--- src/rtl/player_ctl_multi.sv ---
// Player ship movement plus a pool of MAX_BULLETS bullets, all stepped once per game tick.
// Optional PLAYER_AUTO_FIRE_EN: a held fire button keeps requesting shots instead of firing once.
module player_ctl_multi #(
  parameter int PLAYER_WIDTH   = 32,
  parameter int PLAYER_HEIGHT  = 32,
  parameter int BULLET_WIDTH   = 4,
  parameter int BULLET_HEIGHT  = 16,
  parameter int MOVEMENT_SPEED = 5,
  parameter int BULLET_SPEED   = 3,
  parameter int MAX_BULLETS    = 4,
  parameter int TICK_CYCLES    = 650000,
  parameter int FIRE_COOLDOWN  = 8,
  parameter int HOR_PIXELS     = 640,
  parameter int VER_PIXELS     = 480
) (
  input  logic                      clk,
  input  logic                      rst,
  input  logic                      button_left,
  input  logic                      button_right,
  input  logic                      button_shoot,
  input  logic [MAX_BULLETS-1:0]    bullet_hit,
  output logic [11:0]               xpos,
  output logic [12*MAX_BULLETS-1:0] bullet_x,
  output logic [12*MAX_BULLETS-1:0] bullet_y,
  output logic [MAX_BULLETS-1:0]    bullet_active,
  output logic                      tick,
  output logic [15:0]               shots_fired
);

  localparam int CW  = (TICK_CYCLES > 2) ? $clog2(TICK_CYCLES) : 1;
  localparam int CDW = (FIRE_COOLDOWN > 0) ? $clog2(FIRE_COOLDOWN + 1) : 1;

  localparam logic [11:0]    X_RESET  = 12'(HOR_PIXELS / 2);
  localparam logic [11:0]    X_MAX    = 12'(HOR_PIXELS - PLAYER_WIDTH);
  localparam logic [11:0]    MOVE     = 12'(MOVEMENT_SPEED);
  localparam logic [11:0]    BSPD     = 12'(BULLET_SPEED);
  localparam logic [11:0]    SPAWN_DX = 12'(PLAYER_WIDTH / 2 - BULLET_WIDTH / 2);
  localparam logic [11:0]    SPAWN_Y  = 12'(VER_PIXELS - PLAYER_HEIGHT - BULLET_HEIGHT);
  localparam logic [CDW-1:0] CD_LOAD  = CDW'(FIRE_COOLDOWN);

  logic [CW-1:0]          tick_cnt;
  logic                   shoot_prev;
  logic                   fire_pending;
  logic [MAX_BULLETS-1:0] hit_l;
  logic [CDW-1:0]         cooldown;

  logic                   shoot_rise;
  logic                   fire_set;
  logic                   fire_req;
  logic                   slot_free;
  logic                   spawn;
  logic [MAX_BULLETS-1:0] spawn_sel;
  logic [12:0]            xsum;
  logic [11:0]            xpos_next;

  assign shoot_rise = button_shoot & ~shoot_prev;

`ifdef PLAYER_AUTO_FIRE_EN
  assign fire_set = button_shoot;
`else
  assign fire_set = shoot_rise;
`endif

  // Same-cycle request counts so a press landing on the tick cycle is not lost
  assign fire_req = fire_pending | fire_set;

  // Lowest-index free slot in the pre-tick activity map
  always_comb begin
    spawn_sel = '0;
    slot_free = 1'b0;
    for (int i = 0; i < MAX_BULLETS; i++) begin
      if (!slot_free && !bullet_active[i]) begin
        spawn_sel[i] = 1'b1;
        slot_free    = 1'b1;
      end else begin
        spawn_sel[i] = 1'b0;
      end
    end
  end

  assign spawn = fire_req && (cooldown == '0) && slot_free;

  // Ship position with saturation at both screen edges
  always_comb begin
    xsum = {1'b0, xpos} + {1'b0, MOVE};
    if (button_left && !button_right) begin
      xpos_next = (xpos < MOVE) ? 12'd0 : (xpos - MOVE);
    end else if (button_right && !button_left) begin
      xpos_next = (xsum > {1'b0, X_MAX}) ? X_MAX : xsum[11:0];
    end else begin
      xpos_next = xpos;
    end
  end

  // Tick generation, request/hit capture and per-tick game state update
  always_ff @(posedge clk or posedge rst) begin
    if (rst) begin
      tick_cnt      <= '0;
      tick          <= 1'b0;
      shoot_prev    <= 1'b0;
      fire_pending  <= 1'b0;
      hit_l         <= '0;
      cooldown      <= '0;
      xpos          <= X_RESET;
      bullet_x      <= '0;
      bullet_y      <= '0;
      bullet_active <= '0;
      shots_fired   <= 16'd0;
    end else begin
      tick_cnt   <= (tick_cnt == CW'(TICK_CYCLES - 1)) ? '0 : tick_cnt + CW'(1);
      tick       <= (tick_cnt == CW'(TICK_CYCLES - 2));
      shoot_prev <= button_shoot;
      if (tick) begin
        fire_pending <= 1'b0;
        hit_l        <= '0;
        xpos         <= xpos_next;
        for (int i = 0; i < MAX_BULLETS; i++) begin
          if (spawn && spawn_sel[i]) begin
            bullet_x[12*i +: 12] <= xpos + SPAWN_DX;
            bullet_y[12*i +: 12] <= SPAWN_Y;
            bullet_active[i]     <= 1'b1;
          end else if (bullet_active[i]) begin
            // Retire before the subtraction could wrap; x/y keep their last values
            if (hit_l[i] || bullet_hit[i] || (bullet_y[12*i +: 12] < BSPD)) begin
              bullet_active[i] <= 1'b0;
            end else begin
              bullet_y[12*i +: 12] <= bullet_y[12*i +: 12] - BSPD;
            end
          end else begin
            bullet_active[i] <= 1'b0;
          end
        end
        if (spawn) begin
          cooldown    <= CD_LOAD;
          shots_fired <= shots_fired + 16'd1;
        end else if (cooldown != '0) begin
          cooldown <= cooldown - CDW'(1);
        end else begin
          cooldown <= cooldown;
        end
      end else begin
        if (fire_set) begin
          fire_pending <= 1'b1;
        end else begin
          fire_pending <= fire_pending;
        end
        hit_l <= hit_l | (bullet_hit & bullet_active);
      end
    end
  end

endmodule

--- config.mk ---
export PLATFORM = sky130hd
export DESIGN_NAME = player_ctl_multi
export DESIGN_NICKNAME = d
export VERILOG_FILES = /design/src/rtl/player_ctl_multi.sv
export SDC_FILE = /design/constraint.sdc
export NUM_CORES = 1
export LEC_CHECK = 0
export ABC_AREA = 1
export BUFFER_PORTS_ARGS = -buffer_cell sky130_fd_sc_hd__buf_2
export CAP_MARGIN = 20
export CORE_UTILIZATION = 25
export CTS_CLUSTER_DIAMETER = 200
export CTS_CLUSTER_SIZE = 14
export DETAILED_ROUTE_END_ITERATION = 16
export GPL_TIMING_DRIVEN = 0
export PLACE_DENSITY_LB_ADDON = 0.3
export SYNTH_ARGS = -nofsm -noshare
export SYNTH_HDL_FRONTEND = slang
export SYNTH_SLANG_ARGS = --single-unit
--- constraint.sdc ---
create_clock -name clk -period 8.4 [get_ports clk]
set_input_delay 0 -clock clk [delete_from_list [all_inputs] [get_ports clk]]
set_output_delay 0 -clock clk [all_outputs]
set_load 0.02 [all_outputs]
======== Yosys cells after proc, flatten, opt, wreduce, memory -nomap -nowiden ========
Cells that the tools add are included.
storage, ports and cells
  register bits ........................... 159
  latch bits .............................. 0
  RAM bits ................................ 0
  memory bits (read-only) ................. 0
  output and inout port bits .............. 129
  logic and storage cells ................. 131
  memories kept ........................... 0
cells by class
  add/subtract/negate cells ............... 10
  multipliers ............................. 0
  div/mod/pow operators ................... 0
  magnitude comparators ................... 6
  equality and inequality tests ........... 6
  shift-type cells ........................ 0
  mux-type cells .......................... 41
  bitwise gates (word level) .............. 5
  reductions and logical operators ........ 46
operators with widths
  kind                     number
  $mux W12                 16
  $lt A12 B2 Y1 const B    4
  $sub A12 B2 Y12 const B  4
  $eq A20 B20 Y1 const B   2
  $mux W1                  21
  $add A20 B1 Y20 const B  1
  $mux W20                 1
  $add A16 B1 Y16 const B  1
  $reduce_and A2 Y1        7
  $reduce_bool A2 Y1       7
  $add A12 B3 Y13 const B  1
  $gt A13 B10 Y1 const B   1
  $add A12 B4 Y12 const B  1
  $lt A12 B3 Y1 const B    1
  $mux W4                  3
  $reduce_and A3 Y1        4
  $sub A12 B3 Y12 const B  1
  $logic_and A1 B1 Y1      11
  $logic_or A1 B1 Y1       8
  $ne A2 B2 Y1 const B     4
  $logic_not A1 Y1         7
  $and A4 B4 Y4            1
  $logic_not A4 Y1         1
  $or A4 B4 Y4             1
  5 further kinds          5

======== Depth between registers and ports, before layout ========
  word-level depth ........................ 13
  gate-level depth with buffers ........... 16
  gate-level depth less buffers ........... 16

======== Least setup slack after synthesis ========
Ideal clock, no wire load.
  path type ............................... flip-flop to flip-flop
  start point ............................. reg xpos[1]
  end point ............................... reg xpos[11]
  setup time .............................. 0.118 ns
  arrival ................................. 1.937 ns
  setup slack ............................. 6.345 ns
  stages on the path, launching flop included .. 10
  period minus slack after synthesis ...... 2.055 ns
  path through ............................ dfrtp_1 > inv_1 > ha_1 > a21oi_1 > nand3_1 > nor2_1 > nand4_1 > nor3_1 > xor2_1 > nor2_1
between the ends
  longest elaborated chain between the ends .. 5
  elaborated cells on any way between the ends .. 8
ends and longest elaborated chain
  item                      RTL line  text
  start: declaration        22        output logic [11:0] xpos,
  start signal: assignment  116       xpos <= xpos_next;
  $add A12 B3 Y13           85        xsum = {1'b0, xpos} + {1'b0, MOVE};
  $gt A13 B10 Y1            89        xpos_next = (xsum > {1'b0, X_MAX}) ? X_MAX : xsum[11:0];
  $mux W12                  89
  $mux W12                  88        end else if (button_right && !button_left) begin
  $mux W12 *                86        if (button_left && !button_right) begin
Mark *: on every way between the ends. The rest lies on a longest branch, timed or not. The select of a mux whose other input is x is not followed.
A chain may end at the register's enable or synchronous reset.

======== Final worst setup path ========
  start point ............................. reg xpos[1]
  end point ............................... reg bullet_x[7]
between the ends
  longest elaborated chain between the ends .. 1
ends and longest elaborated chain
  item                            RTL line  text
  $add A12 B4 Y12                 119       bullet_x[12*i +: 12] <= xpos + SPAWN_DX;
  end signal: indexed assignment  119
  end: declaration                23        output logic [12*MAX_BULLETS-1:0] bullet_x,
Every way passes these cells.

==> metrics.md <==
| Metric | Value |
|---|---|
| Clk pwr share | `0.491` |
| Via count of the first global-routing pass | `7167` |
| Share of the yosys chip area belonging to registers | `0.468` |
| Most frequent cell after synthesis | `sky130_fd_sc_hd__nand2_1` |
| Total routing resource utilization after global routing | `0.142` |
| Min Hold Slack | `0.0736 ns` |
| Post-synth top cells | `sky130_fd_sc_hd__nand2_1, sky130_fd_sc_hd__dfrtp_1, sky130_fd_sc_hd__inv_1, sky130_fd_sc_hd__nor2_1, sky130_fd_sc_hd__nand3_1` |
| Die Y-Extent | `187 um` |
| Fillers | `3598` |
| Summed instance area of the synthesized netlist | `0.00851 mm2` |
| CTS tree | `yes` |
| Number of endpoints with negative hold slack in the final report | `0` |
| Switching fraction of total power | `0.246` |
| Post-synthesis adder-cell area fraction | `0.0250` |
| DR WL met2 | `11100 um` |
| Highest clock rate | `419 MHz` |
| Number of vias after detailed routing | `7333` |
| Number of clock buffers inserted by TritonCTS | `17` |
| Area added between synthesis and finish | `23.3%` |
| Worst Clk Skew | `0.0172 ns` |
| Sequential group share of total power | `0.439` |
| Total leakage power | `5.22 nW` |
| Total die area | `0.0348 mm2` |
| EDFF count, synth | `0` |
| Met3 wire length | `1150 um` |
| Mean instance size in the synthesized netlist | `8.27 um2` |
| Ratio of final minimum period to clock period | `0.284` |
| Critical path data arrival time | `2.76 ns` |
| Part of the power in combinational logic | `0.070` |
| DR DRC count | `0` |
| Post-Synthesis Cells | `1029` |
| Number of top-level design ports | `138` |
| Final-layout setup total negative slack | `0 ns` |
| Number of max-slew violations in the final report | `0` |
| Min-delay worst type | `in -> async` |
| Inserted Diodes | `0` |
| DP Wirelength | `17600 um` |
| Post-CTS sizing | `0` |
| Post-synth cell types | `52` |
| DP Area | `0.00979 mm2` |
| H-Tree Depth | `4` |
| Seq cells post-synth | `159` |
| Routed WL per cell | `14.4 um` |
| FFs w/ async S/R, synth | `1.00` |
| Port Buffers | `137` |
| Number of placement rows | `67` |
| Category of the critical setup timing path | `reg -> reg` |
| GP Congestion | `0.864` |
| Simple-gate share of the synthesized area | `0.283` |
| Cell Int Power | `1.35 mW` |
| Pin count of the biggest net entering global routing | `121` |
| Antenna violations before repair | `0` |
| Worst IR drop on VDD | `0.141 mV` |
| Number of optimization iterations in the first detailed-route pass | `6` |
| Die width | `187 um` |
| Clock Tree Root | `sky130_fd_sc_hd__clkbuf_16` |
| Total gr overflow | `0` |
| Net Count, Synth | `1055` |
| Final setup violating endpoints | `0` |
| Floorplan Core Area | `0.0335 mm2` |
| Top cells by area in the synthesized netlist | `sky130_fd_sc_hd__dfrtp_1, sky130_fd_sc_hd__nand2_1, sky130_fd_sc_hd__xor2_1` |
| Setup crit start kind | `register` |
| Power density relative to cell area | `170 mW/mm2` |
| Yosys warns | `0` |
| Run status | `finished clean` |
| Register clock-pin slew on the reported worst setup and hold paths | `0.07 ns` |
| Endpoint kind of the worst setup timing path | `register` |
| Xor/xnor cell area share of the yosys netlist | `0.0679` |
| Avg Vias per Cell | `4.44` |
| Sum of routed wire length over all layers | `23900 um` |
| Relative slew slack | `0.519` |
| Antenna Violating Nets Remaining | `0` |
| Switching component of the power | `439 uW` |
| Synth area leader | `sky130_fd_sc_hd__dfrtp_1` |
| Initial standard-cell utilization of the core | `0.254` |
| Fraction of post-synthesis cell area in the top cell type by area | `0.462` |
| Fraction of synthesized area in multiplexers | `0.00132` |
| Largest family of logic cells by synthesized area | `simple AND/OR/NAND/NOR gates` |
| Wire length of the first global-routing pass | `39100 um` |
| Layout cell share with drive strength beyond 1 | `0.207` |
| Ys flop type | `sky130_fd_sc_hd__dfrtp_1` |
| Maximum root-to-sink buffer count | `2` |
| Post-layout net count | `1218` |
| Final Critical Period | `2.38 ns` |
| Skew-Pair Late Insertion Delay | `0.45 ns` |
| Max_cap viols | `0` |
| RSZ-0062 raised after global routing | `no` |
| Compound-cell area share of the yosys netlist | `0.0795` |
| # clock sinks | `159` |
| Final Cell Area | `0.0105 mm2` |
| Tot Pwr | `1.79 mW` |
| Top Metal Used | `met4` |
| Critical Path RT | `8.78 ns` |
| Number of DRC violations after detailed-routing iteration 0 | `432` |
| Slew at the pin closest to its max-slew limit | `0.719 ns` |
| Largest fanout on the critical path | `11` |
| Post-route met1 wirelength | `11300 um` |
## state kept, by name, summed over array words and instances, names as in the netlist
| register | cells |
|---|---|
| bullet_active | 4 |
| bullet_x | 48 |
| bullet_y | 48 |
| cooldown | 4 |
| fire_pending | 1 |
| hit_l | 4 |
| shoot_prev | 1 |
| shots_fired | 16 |
| tick | 1 |
| tick_cnt | 20 |
| xpos | 12 |
## power groups by stage
stage	sequential (mW)	combinational (mW)	clock [mW]
6_report	0.785	0.125	0.877
2_1_floorplan	0.803	0.0754	0
4_1_cts	0.785	0.128	0.904
3_5_place_dp	0.799	0.125	0
5_1_grt	0.786	0.143	0.934
3_3_place_gp	0.799	0.124	0
## layout by cell type (no fill, tap or decap), types with 3 or more instances in the layout
cell                              n
sky130_fd_sc_hd__nand2_1        238
sky130_fd_sc_hd__nor2_4           7
sky130_fd_sc_hd__nor2_1          95
sky130_fd_sc_hd__o21ai_0         65
sky130_fd_sc_hd__nor2_2           8
sky130_fd_sc_hd__nand2_2         11
sky130_fd_sc_hd__o31ai_1          5
sky130_fd_sc_hd__nand2_4          3
sky130_fd_sc_hd__a21oi_1         26
sky130_fd_sc_hd__nor3_1          19
sky130_fd_sc_hd__xor2_1          56
sky130_fd_sc_hd__buf_6            5
sky130_fd_sc_hd__clkbuf_1         4
sky130_fd_sc_hd__nor3_2           3
sky130_fd_sc_hd__o2111ai_1        4
sky130_fd_sc_hd__buf_2          146
sky130_fd_sc_hd__ha_1            17
sky130_fd_sc_hd__nor3b_1          3
sky130_fd_sc_hd__nand3_1         75
sky130_fd_sc_hd__o21ai_1          9
sky130_fd_sc_hd__inv_2            9
sky130_fd_sc_hd__buf_4            5
sky130_fd_sc_hd__dfrtp_1        157
sky130_fd_sc_hd__bufinv_16        5
sky130_fd_sc_hd__nand4_1         26
sky130_fd_sc_hd__dlygate4sd3_1    6
sky130_fd_sc_hd__clkbuf_16       17
sky130_fd_sc_hd__xnor2_1         10
sky130_fd_sc_hd__nor4_1          12
sky130_fd_sc_hd__nand3_2          3
sky130_fd_sc_hd__inv_1          115
## layout make-up
type / instances / area, um2 / area share
buffer: 22 / 161 / 0.0154
clock buffer: 21 / 460 / 0.0439
clock inverter: 10 / 185 / 0.0176
inverter: 128 / 490 / 0.0467
multi-input combinational: 720 / 3880 / 0.370
sequential: 159 / 3980 / 0.379
tap: 448 / 561 / 0.0534
timing repair buffer: 144 / 773 / 0.0737
## stage by stage
step	util	std cells	worst slack [ns]
final	0.313	1652	6.02
after global routing	0.313	1652	5.79
after CTS	0.313	1652	5.96
after detailed placement	0.292	1615	5.99
after global placement	0.291	1614	1.63
after floorplan	-	1029	4.11
## critical path, cell delays in order (launching register included)
cell and delay, ns:
sky130_fd_sc_hd__dfrtp_1 0.61, sky130_fd_sc_hd__inv_1 0.20, sky130_fd_sc_hd__ha_1 0.28, sky130_fd_sc_hd__a21oi_2 0.21, sky130_fd_sc_hd__nand3_1 0.18, sky130_fd_sc_hd__xor2_1 0.62
sky130_fd_sc_hd__nand2_1 0.13, sky130_fd_sc_hd__nand2_1 0.08
## per-layer routing
metal	GRT usage	vias up
met3	0.0369	28
met4	0.0416	0
li1	-	3668
met2	0.226	158
met5	0	-
met1	0.190	3479
## cell families after synthesis
group / after synthesis
AND/OR/NAND/NOR: 514
flip-flops: 159
buffers and inverters: 150
AO/OA/AOI/OAI: 122
XOR/XNOR: 66
adder cells (fa/ha/maj): 17
multiplexers: 1
## path summary, 6_finish.rpt
check | from | to | slack, ns | depth (start not counted)
worst max-delay path | xpos[1] | bullet_x[7] | 6.02 | 7
worst min-delay path | rst | bullet_x[9] | 0.07 | 3
worst max register to register | xpos[1] | bullet_x[7] | 6.02 | 7
worst min register to register | bullet_x[28] | bullet_x[28] | 0.46 | 2
max in group asynchronous | rst | bullet_y[26] | 7.42 | 4
min in group clk | button_left | xpos[5] | 0.08 | 6
## repair_timing
action,4_1_cts,5_1_grt
hold buffers,6,0
setup buffers,0,0
hold endpoints to repair,45,0
Note: power is estimated with default switching activity, not from simulation.
